<file path="config.mk">
export PLATFORM = sky130hd
export DESIGN_NAME = level_debouncer_flat
export DESIGN_NICKNAME = d
export VERILOG_FILES = /design/src/rtl/level_debouncer_pkg.sv /design/src/rtl/level_debouncer_if.sv /design/src/rtl/bit_synchronizer.sv /design/src/rtl/level_debouncer.sv /design/src/flat_wrapper.sv
export SDC_FILE = /design/constraint.sdc
export NUM_CORES = 1
export LEC_CHECK = 0
export ABC_AREA = 1
export ABC_CLOCK_PERIOD_IN_PS = 2200
export BUFFER_PORTS_ARGS = -buffer_cell sky130_fd_sc_hd__buf_2
export CORE_AREA = 2 2 39 41
export DETAILED_ROUTE_END_ITERATION = 16
export DIE_AREA = 0 0 41 43
export PLACE_DENSITY = 0.56
export RECOVER_POWER = 100
export SYNTH_ARGS = -nofsm -noshare
export SYNTH_HDL_FRONTEND = slang
export SYNTH_HIERARCHICAL = 1
export SYNTH_SLANG_ARGS = --single-unit
</file>
<file path="constraint.sdc">
create_clock -name clk -period 2.2 [get_ports clk]
set_clock_uncertainty 0.2 [all_clocks]
set_input_delay 0.11 -clock clk [delete_from_list [all_inputs] [get_ports clk]]
set_output_delay 0.11 -clock clk [all_outputs]
set_load 0.005 [all_outputs]
</file>
<file path="src/rtl/level_debouncer_pkg.sv">
// debounce_pkg: shared state encoding and parameter defaults for the level debouncer.
//   Exports state_t (ST_LOW, ST_WAIT_HIGH, ST_HIGH, ST_WAIT_LOW),
//   SYNC_STAGES_DEF and DB_CYCLES_DEF.
package debounce_pkg;
    localparam int SYNC_STAGES_DEF = 2;
    localparam int DB_CYCLES_DEF   = 4;
    // bit 1 carries the debounced level and bit 0 marks a qualification in progress
    typedef enum logic [1:0] {
        ST_LOW       = 2'b00,
        ST_WAIT_HIGH = 2'b01,
        ST_HIGH      = 2'b10,
        ST_WAIT_LOW  = 2'b11
    } state_t;
endpackage

</file>
<file path="src/rtl/level_debouncer_if.sv">
// level_debouncer_if: groups the raw pad input with the debounced outputs.
//   raw_in : raw, asynchronous, possibly bouncing input
//   level  : debounced level
//   busy   : high while a candidate transition is being qualified
//   master : the side that drives the pad and consumes the clean level
//   slave  : the debouncer
interface level_debouncer_if;
    logic raw_in;
    logic level;
    logic busy;
    modport master (output raw_in, input level, input busy);
    modport slave  (input raw_in, output level, output busy);
endinterface

</file>
<file path="src/rtl/bit_synchronizer.sv">
// bit_synchronizer: plain flop chain that brings a single asynchronous bit into the clk domain.
//   clk : clock
//   rst : synchronous active-high reset, clears every stage
//   d   : asynchronous input
//   q   : synchronized output (last stage)
module bit_synchronizer #(
    parameter int STAGES = 2
) (
    input  logic clk,
    input  logic rst,
    input  logic d,
    output logic q
);
    logic [STAGES-1:0] ff;
    always_ff @(posedge clk) begin
        if (rst) ff <= '0;
        else     ff <= {ff[STAGES-2:0], d};
    end
    assign q = ff[STAGES-1];
endmodule

</file>
<file path="src/rtl/level_debouncer.sv">
// level_debouncer: turns a bouncing pad input into a stable, clock-synchronous level.
//   clk : clock
//   rst : synchronous active-high reset
//   db  : slave modport; raw_in in, level and busy out
module level_debouncer
    import debounce_pkg::*;
#(
    parameter int SYNC_STAGES = SYNC_STAGES_DEF,
    parameter int DB_CYCLES   = DB_CYCLES_DEF,
    parameter int CNT_W       = $clog2(DB_CYCLES)
) (
    input  logic               clk,
    input  logic               rst,
    level_debouncer_if.slave   db
);
    logic             s;
    logic             term;
    logic [CNT_W-1:0] cnt, cnt_n;
    state_t           state, state_n;
    bit_synchronizer #(.STAGES(SYNC_STAGES)) u_sync (
        .clk (clk),
        .rst (rst),
        .d   (db.raw_in),
        .q   (s)
    );
    assign term = (cnt == CNT_W'(DB_CYCLES - 1));
    always_ff @(posedge clk) begin
        if (rst) begin
            state <= ST_LOW;
            cnt   <= '0;
        end else begin
            state <= state_n;
            cnt   <= cnt_n;
        end
    end
    // A disagreeing sample always wins over the terminal count, so a reversal
    // on the last qualifying edge falls back to the stable state.
    always_comb begin
        state_n = state;
        cnt_n   = cnt;
        case (state)
            ST_LOW: begin
                if (s) begin
                    state_n = ST_WAIT_HIGH;
                    cnt_n   = CNT_W'(1);
                end
            end
            ST_WAIT_HIGH: begin
                if (!s) begin
                    state_n = ST_LOW;
                    cnt_n   = '0;
                end else if (term) begin
                    state_n = ST_HIGH;
                    cnt_n   = '0;
                end else begin
                    cnt_n   = cnt + CNT_W'(1);
                end
            end
            ST_HIGH: begin
                if (!s) begin
                    state_n = ST_WAIT_LOW;
                    cnt_n   = CNT_W'(1);
                end
            end
            default: begin
                if (s) begin
                    state_n = ST_HIGH;
                    cnt_n   = '0;
                end else if (term) begin
                    state_n = ST_LOW;
                    cnt_n   = '0;
                end else begin
                    cnt_n   = cnt + CNT_W'(1);
                end
            end
        endcase
    end
    assign db.level = (state == ST_HIGH) || (state == ST_WAIT_LOW);
    assign db.busy  = (state == ST_WAIT_HIGH) || (state == ST_WAIT_LOW);
endmodule

</file>
<file path="src/flat_wrapper.sv">
// flat-port wrapper written by rule: the top's interface ports become plain ports
module level_debouncer_flat import debounce_pkg::*;
#(
    parameter int SYNC_STAGES = SYNC_STAGES_DEF,
    parameter int DB_CYCLES   = DB_CYCLES_DEF,
    parameter int CNT_W       = $clog2(DB_CYCLES)
)
  (clk, rst, db_raw_in, db_level, db_busy);
  level_debouncer_if db_i ();
  input  logic clk;
  input  logic rst;
  input wire logic [$bits(db_i.raw_in)-1:0] db_raw_in;
  output wire logic [$bits(db_i.level)-1:0] db_level;
  output wire logic [$bits(db_i.busy)-1:0] db_busy;
  assign db_i.raw_in = db_raw_in;
  assign db_level = db_i.level;
  assign db_busy = db_i.busy;
  level_debouncer #(.SYNC_STAGES(SYNC_STAGES), .DB_CYCLES(DB_CYCLES), .CNT_W(CNT_W)) u_core (.clk(clk), .rst(rst), .db(db_i));
endmodule
</file>
# Word level (Yosys, flattened, before mapping)
# Index checks and enable logic that the tools add are counted.
# Widths: inputs -> output; s select.
[totals] reg_bits=6 inputBits=3 output_inout_bits=2 wordCells=29
[op_classes] n_addsub=1 n_eq_ne=7 mux=12 reduce_logical=6
[op_table] op="$mux 2" count=10
[op_table] op="$pmux 2 s3" count=2
[op_table] op="$eq 2x2->1 const B" count=3
[op_table] op="$ne 2x2->1 const B" count=2
[op_table] op="$reduce_and 4->1" count=1
[op_table] op="$reduce_bool 4->1" count=1
[op_table] op="$ne 3x2->1 const B" count=1
[op_table] op="$add 2x1->2 const B" count=1
[op_table] op="$eq 2x1->1 const B" count=1
[op_table] op="$logic_not 2->1" count=1
[op_table] op="$logic_or 1x1->1" count=2
[op_table] op="$reduce_and 2->1" count=1

# Longest topological paths before layout
[logic_depth] word_depth=4 depth_mapped=9 ltp_nobuf=9

# By module
# Netlist, hierarchy kept.
[modules_own_cells] module="level_debouncer" n_inst=1 cells_each=50 area_each_um2=339.1 seq_area_each_um2=80.1
[modules_own_cells] module="bit_synchronizer" n_inst=1 cells_each=6 area_each_um2=55.1 seq_area_each_um2=40.0

# Least setup slack after synthesis
# No wires, ideal clock.
[synth_timing] kind="register -> register" startpoint="register u_core.state[0]" endpoint="register u_core.state[0]" setup_time_ns=0.070 arrival_time_ns=1.141 required_time_ns=1.930 path_slack_ns=0.789 stages_incl_launch_ff=8 n_path_buf=0 period_less_slack_ns=1.411 cell_sequence="dfxtp_1 inv_1 ha_1 o21ai_0 nand2_1 nand2_1 nand2_1 a21oi_1"
[synth_via] elab_chain_len=3 elab_cells_between_ends=9 cone_classes="eq/ne: 5; mux: 1; reduce/logical: 3"
[synth_rtl] element="from (decl)" line_no="level_debouncer.sv:19" text="state_t state, state_n;"
[synth_rtl] element="from (signal assigned)" line_no="level_debouncer.sv:32" text="state <= state_n;"
[synth_rtl] element="$eq 2x1->1, or another cell as far along" line_no="level_debouncer.sv:41" text="case (state)"
[synth_rtl] element="$ne 3x2->1 (no source line), or another cell as far along"
[synth_rtl] element="$reduce_and 4->1 (no source line)"
# Parallel ways exist; a longest one is shown, timed or not.
# A chain may end at the register's enable or synchronous reset.

==> metrics.cfg <==
[outcome]
status=finished clean

[clock_network]
cts_hold_buf=2
clock_latency_ns=0.24
cts_tree=done
post_cts_buffers=0
clkTransAtPathRegs_ns=0.04
numCtsBuffers=3
cts_sinks=6
clock_path_buffers=2
postCtsResizedCells=0
root_buffer=clkbuf_4
htreeDepth=1

[place]
io_buffer_count=4
dpl.cell_count=76
gp_congestion=0.787
dp_slack_ns=0.664
place_hpwl_um=565
dpl-instance-area_sq_um=434

[setup_path]
start_kind=register
setup.worst_path.class=reg -> out
critical-path-top-delay-family=flip-flops
cpPeakStageDelay_ns=0.39
cpMaxStageDelayCell=dfxtp_1
rrSetupSlack_ns=0.58
required_ns=1.89
end_kind=output pin
crit_fanout=5
path_buf_inv=2
cp_data_arrival_time_ns=1.34
path_cells=inv_1 -> ha_1 -> or2_2 -> buf_2

[global_routing]
grt-ovfl-total=0
grt_usage_pct=10.1
grt_pass1_vias=312
antenna_found_initial=0
grt_pass1_wl_um=1190
grt_max_degree=8

[timing]
slew_viol_final=0
hold_violations=0
max_freq_mhz=606
relSlewSlack_pct=85.4
setup_tns_ns=0
setup_viol=0
rsz0062_at_grt=no
min_period_ns=1.65
period_share_pct=75.0
holdWs_ns=0.199
layout_setup_ws_ns=0.551
worstMarginPinSlew_ns=0.219

[route]
drcViolationCount=0
wl_um=699
avgViaCountPerCell=4.36
wire_per_inst_um=8.63
dr.first_iter.drc_count=15
vias=353
postRouteAntennaNets=0
drt_pass1_iterations=4

[floorplanning]
core_area_sq_um=1380
initial_core_util_pct=28.5
num_rows=14
dieArea_sq_um=1760
die_w_um=41
ios=5
die_y_um=43

[power_and_ir_drop]
cellPowerDensity_nw_per_um2=512
leakagePower_nw=0.242
ir_drop_v=0.000242

[layout]
nets=76
multiInputGateArea_sq_um=225
final_area_sq_um=468
drive_gt1_share_pct=13.8
seqCellArea_sq_um=120
n_antenna_cell=0
finalNonFillerCells=81
syn_to_final_growth_pct=18.7
n_fill_cell=161

[logic_synthesis]
yosysUniqueCellTypes=15
async_flop_share_pct=0
ys.flop_type=dfxtp_1
seq_area_frac_synth_pct=30.5
synth_common_cells=inv_1, nand2_1, nor2_1, dfxtp_1, ha_1
yosysWarnings=6
syn_area_sq_um=394
synthesis.nets=65
yosys-top-cells-area=dfxtp_1, ha_1, inv_1
synth-edff-count=0
syn_inst=56
syn_area_per_cell_sq_um=7.04
yosysTopAreaCell=dfxtp_1
synth_top_area_share_pct=30.5
ys_ff_latch=6

[hold_path]
hp-class=reg -> reg

[job]
maxCapViolations=0

-- where the power goes --
group	leakage (nW)	switching, mW	internal, mW
registers	0.0491	0.00387	0.114
clock network	0.0138	0.0374	0.0615
logic	0.179	0.0125	0.0104
-- tightest hold or removal path, cell delays in order (launching register included) --
cell	delay [ns]
dfxtp_1	0.29
inv_1	0.04
nor2_1	0.03
-- metal layers --
metal	global-route usage, %	wire [um]
met5	0	0
met2	13.4	327
met4	8.00	0
met3	3.14	25
met1	12.9	346
-- layout by cell type (no fill, tap or decap), types with 3 or more instances in the layout --
cell      instances
clkbuf_4          3
buf_2             3
nor2_1            7
nand2_1          12
o21ai_0           4
ha_1              6
dfxtp_1           6
inv_1            11
-- cell type report --
| type | count | area share (%) |
|---|---|---|
| clock buffers | 3 | 4.81 |
| inverters | 11 | 8.82 |
| multi-input cells | 39 | 48.1 |
| flip-flops and latches | 6 | 25.7 |
| well taps | 16 | 4.28 |
| repair buffers | 6 | 8.29 |
-- cell families (layout without fill, tap and decap cells) --
logic type,after synthesis,after routing,synth area share (%)
AND/OR/NAND/NOR,25,25,28.9
buffers and inverters,11,20,10.5
AO/OA/AOI/OAI,8,8,11.1
adder cells (fa/ha/maj),6,6,19.0
flip-flops,6,6,30.5
-- stage by stage --
stage | total power, mW | utilization [%]
2_1_floorplan | 0.134 | -
3_3_place_gp | 0.141 | 31.4
3_5_place_dp | 0.141 | 31.4
4_1_cts | 0.247 | 34.4
5_1_grt | 0.255 | 33.8
6_report | 0.240 | 33.8
-- final timing paths --
check                            startpoint                        endpoint  cells past startpoint
max                                register                         db_busy                      4
min          u_core/u_sync/ff[0]$_SDFF_PP0_  u_core/u_sync/ff[1]$_SDFF_PP0_                      2
max reg2reg    u_core/state[0]$_SDFFE_PP0P_                        register                      9
min reg2reg  u_core/u_sync/ff[0]$_SDFF_PP0_  u_core/u_sync/ff[1]$_SDFF_PP0_                      2
(Power assumes the default switching activity.)
